==> config.mk <==
export PLATFORM = sky130hd
export DESIGN_NAME = echo_request_beat_rx
export DESIGN_NICKNAME = d
export VERILOG_FILES = /design/src/rtl/connect_pkg.sv /design/src/rtl/echo_enq_slot.sv /design/src/rtl/echo_request_beat_rx.sv
export SDC_FILE = /design/constraint.sdc
export NUM_CORES = 1
export LEC_CHECK = 0
export CAP_MARGIN = 20
export CORE_AREA = 3 3 158 129
export CTS_CLUSTER_SIZE = 25
export DETAILED_ROUTE_END_ITERATION = 12
export DIE_AREA = 0 0 161 132
export GPL_TIMING_DRIVEN = 0
export PLACE_DENSITY_LB_ADDON = 0.05
export SLEW_MARGIN = 20
export SYNTH_ARGS = -nofsm -noshare
export SYNTH_HDL_FRONTEND = slang
export SYNTH_HIERARCHICAL = 1
export SYNTH_SLANG_ARGS = --single-unit
==> constraint.sdc <==
create_clock -name CLK -period 2.9 [get_ports CLK]
set_clock_uncertainty 0.2 [all_clocks]
set_input_delay 0.58 -clock CLK [delete_from_list [all_inputs] [get_ports CLK]]
set_output_delay 0.58 -clock CLK [all_outputs]
set_load 0.005 [all_outputs]
==> src/rtl/connect_pkg.sv <==
// ============================================================================
// Module : connect_pkg
// Brief  : Echo request message types, header field layout and rx FSM states.
// Rev    : 1.0
// ============================================================================
`timescale 1ns/1ps
`default_nettype none

package connect_pkg;

  localparam int unsigned HDR_TAG_LSB = 0;
  localparam int unsigned HDR_TAG_W   = 16;
  localparam int unsigned HDR_LEN_LSB = 16;
  localparam int unsigned HDR_LEN_W   = 16;

  localparam logic [15:0] DEF_TAG_SAY = 16'd1;
  localparam logic [15:0] DEF_SAY_LEN = 16'd2;

  typedef struct packed {
    logic [31:0] v;
    logic [31:0] meth;
  } echo_say_t;

  typedef union packed {
    echo_say_t say;
  } echo_request_u;

  typedef struct packed {
    echo_request_u data;
    logic [31:0]   tag;
  } echo_request_data_t;

  typedef enum logic [1:0] {
    ST_HDR     = 2'd0,
    ST_METH    = 2'd1,
    ST_V       = 2'd2,
    ST_DISCARD = 2'd3
  } rx_state_e;

  function automatic logic [HDR_TAG_W-1:0] hdr_tag(input logic [31:0] word);
    return word[HDR_TAG_LSB +: HDR_TAG_W];
  endfunction

  function automatic logic [HDR_LEN_W-1:0] hdr_len(input logic [31:0] word);
    return word[HDR_LEN_LSB +: HDR_LEN_W];
  endfunction

endpackage

`default_nettype wire

==> src/rtl/echo_enq_slot.sv <==
// ============================================================================
// Module : echo_enq_slot
// Brief  : One-entry ENA/RDY holding register; load and drain may coincide.
// Rev    : 1.0
// ============================================================================
`timescale 1ns/1ps
`default_nettype none

module echo_enq_slot #(
  parameter int unsigned WIDTH = 96
) (
  input  logic             clk,
  input  logic             rst_n,
  input  logic             i_load,
  input  logic [WIDTH-1:0] i_load_data,
  input  logic             i_deq_rdy,
  output logic             o_valid,
  output logic [WIDTH-1:0] o_data
);

  logic             valid_d, valid_q;
  logic [WIDTH-1:0] data_d, data_q;

  // Caller only loads when the slot is empty or draining this cycle.
  always_comb begin
    valid_d = valid_q;
    data_d  = data_q;
    if (valid_q && i_deq_rdy) begin
      valid_d = 1'b0;
    end
    if (i_load) begin
      valid_d = 1'b1;
      data_d  = i_load_data;
    end
  end

  always_ff @(posedge clk or negedge rst_n) begin
    if (!rst_n) begin
      valid_q <= 1'b0;
      data_q  <= '0;
    end else begin
      valid_q <= valid_d;
      data_q  <= data_d;
    end
  end

  assign o_valid = valid_q;
  assign o_data  = data_q;

endmodule

`default_nettype wire

==> src/rtl/echo_request_beat_rx.sv <==
// ============================================================================
// Module : echo_request_beat_rx
// Brief  : Reassembles 32-bit header+payload beats into EchoRequest messages.
// Rev    : 1.0
// ============================================================================
`timescale 1ns/1ps
`default_nettype none

module echo_request_beat_rx
  import connect_pkg::*;
#(
  parameter logic [15:0] TAG_SAY = DEF_TAG_SAY,
  parameter logic [15:0] SAY_LEN = DEF_SAY_LEN,
  parameter int unsigned ERR_W   = 8
) (
  input  logic             CLK,
  input  logic             nRST,
  input  logic             beat__ENA,
  input  logic [31:0]      beat_v,
  output logic             beat__RDY,
  output logic             pipe_enq__ENA,
  output logic [95:0]      pipe_enq_v,
  input  logic             pipe_enq__RDY,
  output logic [ERR_W-1:0] err_count,
  output logic [15:0]      msg_count
);

  rx_state_e          state_d, state_q;
  logic [15:0]        remaining_d, remaining_q;
  logic [15:0]        tag_d, tag_q;
  logic [31:0]        meth_d, meth_q;
  logic [ERR_W-1:0]   err_d, err_q;
  logic [15:0]        msg_d, msg_q;
  logic               live_q;

  logic               w_slot_valid;
  logic [95:0]        w_slot_data;
  logic               w_slot_load;
  echo_request_data_t w_load_data;
  logic               w_stall;
  logic               w_beat_fire;
  logic               w_msg_fire;
  logic               w_err_inc;
  logic [15:0]        w_tag;
  logic [15:0]        w_len;

  assign w_tag = hdr_tag(beat_v);
  assign w_len = hdr_len(beat_v);

  // Only the closing v beat needs the slot, so only it waits for downstream.
  assign w_stall     = (state_q == ST_V) && w_slot_valid && !pipe_enq__RDY;
  assign beat__RDY   = live_q && !w_stall;
  assign w_beat_fire = beat__ENA && beat__RDY;
  assign w_msg_fire  = w_slot_valid && pipe_enq__RDY;

  always_comb begin
    state_d                  = state_q;
    remaining_d              = remaining_q;
    tag_d                    = tag_q;
    meth_d                   = meth_q;
    w_err_inc                = 1'b0;
    w_slot_load              = 1'b0;
    w_load_data.data.say.v    = beat_v;
    w_load_data.data.say.meth = meth_q;
    w_load_data.tag          = {16'b0, tag_q};

    case (state_q)
      ST_HDR: begin
        if (w_beat_fire) begin
          if (w_len == 16'd0) begin
            w_err_inc = 1'b1;
          end else if ((w_tag == TAG_SAY) && (w_len == SAY_LEN)) begin
            tag_d   = w_tag;
            state_d = ST_METH;
          end else begin
            remaining_d = w_len;
            w_err_inc   = 1'b1;
            state_d     = ST_DISCARD;
          end
        end
      end
      ST_METH: begin
        if (w_beat_fire) begin
          meth_d  = beat_v;
          state_d = ST_V;
        end
      end
      ST_V: begin
        if (w_beat_fire) begin
          w_slot_load = 1'b1;
          state_d     = ST_HDR;
        end
      end
      ST_DISCARD: begin
        if (w_beat_fire) begin
          remaining_d = remaining_q - 16'd1;
          if (remaining_q == 16'd1) begin
            state_d = ST_HDR;
          end
        end
      end
      default: begin
        state_d = ST_HDR;
      end
    endcase
  end

  always_comb begin
    err_d = err_q;
    if (w_err_inc && (err_q != {ERR_W{1'b1}})) begin
      err_d = err_q + {{(ERR_W-1){1'b0}}, 1'b1};
    end
    msg_d = msg_q;
    if (w_msg_fire) begin
      msg_d = msg_q + 16'd1;
    end
  end

  always_ff @(posedge CLK or negedge nRST) begin
    if (!nRST) begin
      state_q     <= ST_HDR;
      remaining_q <= 16'd0;
      tag_q       <= 16'd0;
      meth_q      <= 32'd0;
      err_q       <= '0;
      msg_q       <= 16'd0;
      live_q      <= 1'b0;
    end else begin
      state_q     <= state_d;
      remaining_q <= remaining_d;
      tag_q       <= tag_d;
      meth_q      <= meth_d;
      err_q       <= err_d;
      msg_q       <= msg_d;
      live_q      <= 1'b1;
    end
  end

  echo_enq_slot #(
    .WIDTH (96)
  ) u_slot (
    .clk         (CLK),
    .rst_n       (nRST),
    .i_load      (w_slot_load),
    .i_load_data (w_load_data),
    .i_deq_rdy   (pipe_enq__RDY),
    .o_valid     (w_slot_valid),
    .o_data      (w_slot_data)
  );

  assign pipe_enq__ENA = w_slot_valid;
  assign pipe_enq_v    = w_slot_data;
  assign err_count     = err_q;
  assign msg_count     = msg_q;

endmodule

`default_nettype wire

* Word-level counts from Yosys, hierarchy flattened
Cells that the tools add are included.
Widths: inputs -> output; s select.
** Word-level totals
- Bits in registers :: 172
- Bits in read-only memories :: 0
- RAM bits :: 0
- Bits in latches :: 0
- Output and inout bits :: 122
- Logic and storage cells :: 65
- Memories :: 0
- Bits of input ports :: 36
** Cells by class
- Shifts and indexed selects :: 0
- Equality and inequality tests :: 14
- Reduce and logical (&&, ||, !) cells :: 17
- Multiplexer cells :: 21
- Divide/modulo/power cells :: 0
- Add/subtract/negate cells :: 3
- Bitwise gates (word level) :: 1
- Magnitude comparators :: 0
- Multipliers :: 0
** Operators by type and width (count)
- $mux 16 :: 4
- $eq 16x1->1 const B :: 2
- $pmux 16 s2 :: 1
- $add 16x1->16 const B :: 1
- $eq 16x2->1 const B :: 1
- $logic_not 16->1 :: 1
- $sub 16x1->16 const B :: 1
- $mux 2 :: 7
- $ne 2x2->1 const B :: 7
- $add 8x1->8 const B :: 1
- $mux 1 :: 8
- $ne 8x8->1 const B :: 1
- $pmux 2 s4 :: 1
- $logic_and 1x1->1 :: 7
- $reduce_and 6->1 :: 1
- $reduce_and 5->1 :: 1
- $eq 2x2->1 const B :: 2
- $reduce_and 4->1 :: 1
- $reduce_bool 2->1 :: 2
- $eq 2x1->1 const B :: 1
- $logic_not 1->1 :: 2
- $logic_not 2->1 :: 1
- $reduce_and 2->1 :: 1
- $not 1->1 :: 1

* Longest topological paths before layout
- Depth after elaboration :: 9
- Depth in mapped cells :: 8
- Gate-level depth less buffers :: 7

* Cells and area by module
The synthesis kept the hierarchy.
** By module, submodules not included
- echo_request_beat_rx :: cells an instance 344, sequential area each 2277.2 um^2, times used 1, area an instance 4199.0 um^2
- echo_enq_slot :: cells an instance 206, sequential area each 2427.3 um^2, times used 1, area an instance 3714.8 um^2

* Worst setup path before layout
Ideal clock, no wire load.
- Path type :: input-to-reg
- From :: input beat_v[3]
- To :: register remaining_q[14]
- Stages on the path :: 6
- Setup slack :: 0.660 ns
- Path buffers :: 1
- Data arrival time :: 1.915 ns
- Setup time :: 0.125 ns
- Required time :: 2.575 ns
- Cell sequence :: nor4_2 -> nand4b_2 -> o211ai_2 -> nand3_4 -> buf_6 -> mux2_4
** Between the ends
- Longest elaborated chain between the ends :: 4
** RTL lines
- from (decl) :: RTL line echo_request_beat_rx.sv:19 : input logic [31:0] beat_v,
- $eq 16x1->1 :: RTL line echo_request_beat_rx.sv:72 : end else if ((w_tag == TAG_SAY) && (w_len == SAY_LEN)) begin
- $logic_and 1x1->1 :: RTL line echo_request_beat_rx.sv:72
- $ne 2x2->1 (no source line)
- $reduce_and 5->1 (no source line)
- to (signal assigned) :: RTL line echo_request_beat_rx.sv:130 : remaining_q <= remaining_d;
- to (decl) :: RTL line echo_request_beat_rx.sv:29 : logic [15:0] remaining_d, remaining_q;
No other way between the ends.
A chain may end at the register's enable or synchronous reset.

* Worst setup path after layout
- From :: input pipe_enq__RDY
- To :: output beat__RDY
** Between the ends
- Longest elaborated chain between the ends :: 4
** RTL lines
- from (decl) :: RTL line echo_request_beat_rx.sv:23 : input logic pipe_enq__RDY,
- $logic_not 1->1 :: RTL line echo_request_beat_rx.sv:51 : assign w_stall = (state_q == ST_V) && w_slot_valid && !pipe_enq__RDY;
- $logic_and 1x1->1 :: RTL line echo_request_beat_rx.sv:51
- $logic_not 1->1 :: RTL line echo_request_beat_rx.sv:52 : assign beat__RDY = live_q && !w_stall;
- $logic_and 1x1->1 :: RTL line echo_request_beat_rx.sv:52
- to (decl) :: RTL line echo_request_beat_rx.sv:20 : output logic beat__RDY,
No other way between the ends.

==> metrics.md <==
| Metric | Value |
|---|---|
| Hold_sp | tag_q[0] |
| Launching point of the worst reg2reg path | remaining_q[8] |
| Clock period minus worst slack | roughly 2800 ps |
| Count of port buffers added during placement | between 150 and 200 |
| Sequential element share of the synthesized area | between 50 and 60% |
| Clock insertion delay at the later pin of the skew report | 440 ps |
| Worst Path Buf+Inv | 2 |
| Status | complete, no violations |
| Period utilization | 95.7% |
| Clock-pin slew of the registers on the worst-case setup and hold paths | 70 ps |
| Number of I/O pins | approximately 160 |
| Average cell area after synthesis | roughly 14 sq um |
| Initial antenna violation count | 0 |
| Slew Limit Headroom | a little over 50% |
| Clock root buffer | clkbuf_16 |
| Total routed wirelength | between 15000 and 20000 um |
| WP depth | 4 |
| Proportion of netlist area held by the largest area contributor | between 50% and 60% |
| Number of H-tree levels | 4 |
| Most used standard cell by instance count after synthesis | dfrtp_1 |
| Post-Syn Instances | 550 |
| Total half-perimeter wirelength after legalization and detailed placement | roughly 12000 um |
| Number of storage elements in the synthesis netlist | ~190 |
| Worst-Margin Slew | between 700 and 800 ps |
| Worst setup timing slack at the placement stage | -293 ps |
| Top cells by count, synth | dfrtp_1, mux2_2, mux2_4 |
| Final core occ | a little under three fifths |
| GRT Resource Usage Total | roughly 17% |
| Horiz. Die Dim | roughly 160 um |
| Max-slew violations | 0 |
| Cell depth of the worst flop-to-flop path | 5 |
| Diode count | 0 |
| Leakage power | approximately 4.7 nW |
| Via count normalized by instance count | just under 5 |
| CP delay by family, top | buffers and inverters |
| Hold Violations, Final | 0 |
| Arrival time at the worst endpoint | roughly 2000 ps |
| Cell accounting for the most synthesized area | dfrtp_1 |
| Kind of launch point of the worst setup path | primary input |
| Number of nets with antenna violations after routing | 0 |
| Area growth from synthesis to final layout | 32.7% |
| Most used flip-flop cell after synthesis | dfrtp_1 |
| Post-Place Cell Area | between 9000 and 10000 sq um |
| Clock Path Buffers | 2 |
| Required time at the worst-slack endpoint | between 2000 and 2500 ps |
| Hold Path Stages | 1 |
| Critical path class | primary input to output port |
| Effective utilization at floorplan | roughly two fifths |
| Synth area leaders | dfrtp_1, mux2_2, mux2_4 |
| First-pass DRT Iterations | 4 |
| Crit-path max cell delay | between 400 and 500 ps |
| Worst slack on hold paths | 274 ps |
| Area of the die | around 21000 sq um |
| Yosys warning count | 6 |
| Type of destination of the critical path | output port |
| Finished Layout Cells | a little over 1000 |
| Number of cells after detailed placement | approximately 980 |
| Remaining global-route overflow | 0 |
| Maximum number of pins on one net before global-route repair | 97 |
| Layout cell share with drive strength beyond 1 | 26.5% |
| Worst min-delay path category | flip-flop to flip-flop |
| Final weighted congestion in routability-driven placement | between 0.8 and 0.9 |
| Cell occurring most often along the worst timing path | clkdlybuf4s50_1 |
| Setup TNS after final layout | 0 ps |
| Number of global-route vias before repair | just over 5000 |
| Total CTS buffers | 17 |
| Clock tree from TritonCTS | built |
| Unique cell type count in the Yosys netlist | 57 |
| # rows | 45 |
| Max VDD drop | about 0.43 mV |
| Post-CTS Setup Inserts | 0 |
| Nets | 783 |
| Setup WS post-layout | roughly 120 ps |
| Post-route design area | between 10000 and 15000 sq um |
| Final setup violation count | 0 |
| Number of remaining DRC errors | 0 |
| Highest-delay cell along the critical path | clkdlybuf4s50_1 |
| Routed wire per std cell | about 17 um |
| RSZ-0062 raised after global routing | false |
| Area of the mapped netlist | just under 8000 sq um |
| Total power draw | between 10 and 15 mW |
| Global-route wire length before repair | approximately 28000 um |
| Max Freq | ~360 MHz |
| DR iter-0 viols | slightly below 200 |
| Max_cap viols | 0 |
| Core Footprint | ~19000 sq um |
| Number of synthesized flops with an enable pin | 0 |
| Series of cell instances along the critical path | clkdlybuf4s50_1, nor4bb_1, nor2b_1, clkdlybuf4s50_1 |
| Power density relative to cell area | approximately 950 nW/um^2 |
| Die span in y | between 100 and 150 um |
| Total number of vias | about 5000 |
| Biggest fanout along the worst timing path | 5 |
| Source of the critical timing path | pipe_enq__RDY |
| Clock sinks | 188 |
| Synth async-reset ratio | 100% |
==> state kept, by name (all words and copies together) (netlist names) <==
name / cells
live_q: 1
remaining_q: 16
err_count: 8
u_slot/o_data: 96
state_q: 2
tag_q: 16
u_slot/o_valid: 1
meth_q: 32
msg_count: 16
==> power by group <==
part | leakage, nW | total [mW] | switching [mW] | internal (mW)
clock network | 0.293 | 2.37 | 1.13 | 1.24
registers | 2.37 | 4.23 | 0.644 | 3.58
logic | 2.00 | 3.41 | 1.14 | 2.27
total | 4.65 | 10.0 | 2.91 | 7.09
==> metal layers <==
metal,up-vias,part of all wire [%],track usage [%]
li1,2298,-,-
met1,2518,49,24.7
met2,124,44,24.8
met3,15,5.8,4.24
met4,0,1.3,5.88
met5,-,0,0
==> final timing paths <==
check                                          to  slack (ps)
worst max register to register    remaining_q[13]         530
worst max-delay path                    beat__RDY         120
worst min-delay path                     tag_q[0]         270
max in group asynchronous              meth_q[23]        1060
worst min register to register           tag_q[0]         270
min in group asynchronous       u_slot/o_data[70]         540
==> cell families after synthesis <==
logic type / share of synthesized area, %
muxes: 22.5
buffers and inverters: 2.02
other: 0.0949
and+or+nand+nor: 9.53
xor gates and xnor gates: 3.43
AOI/OAI and AO/OA: 2.39
adders and majority gates: 0.632
DFF: 59.4
==> layout make-up <==
| cell class | count | area [sq um] |
|---|---|---|
| well taps | 258 | 323 |
| inverters | 6 | 22.5 |
| repair buffers | 159 | 1610 |
| clock buffers | 17 | 425 |
| plain buffers | 21 | 138 |
| fillers | 1593 | 8410 |
| clock inverters | 15 | 173 |
| multi-input cells | 350 | 3110 |
| flip-flops and latches | 188 | 4700 |
==> timing repair <==
item                                   CTS  global route
hold buffers                             1             0
endpoints found under the hold margin    7             0
resized for setup                        0             0
==> worst reg2reg max path: cells and delay by family, from the launching register on <==
kind            cells  cell delay [ps]
flops               1              420
mux                 1              290
simple gates        2              820
compound gates      2              510
==> layout by cell type, fill, tap and decap left out, types with 7 or more instances in the layout <==
master           synthesis  layout
clkdlybuf4s50_1          0     156
mux2_4                  36      36
xnor2_1                 15      15
mux2_2                 102     102
nand2_1                 28      28
conb_1                   2      17
nor2_1                  15      15
nor2b_1                 16      16
clkbuf_16                0      17
dfrtp_1                188     188
nor4_1                   7       7
buf_2                    8       8
o21ai_0                  7       7
xor2_1                  16      16
nand3_1                 18      18
No activity file was read; power rests on OpenSTA's default activity.
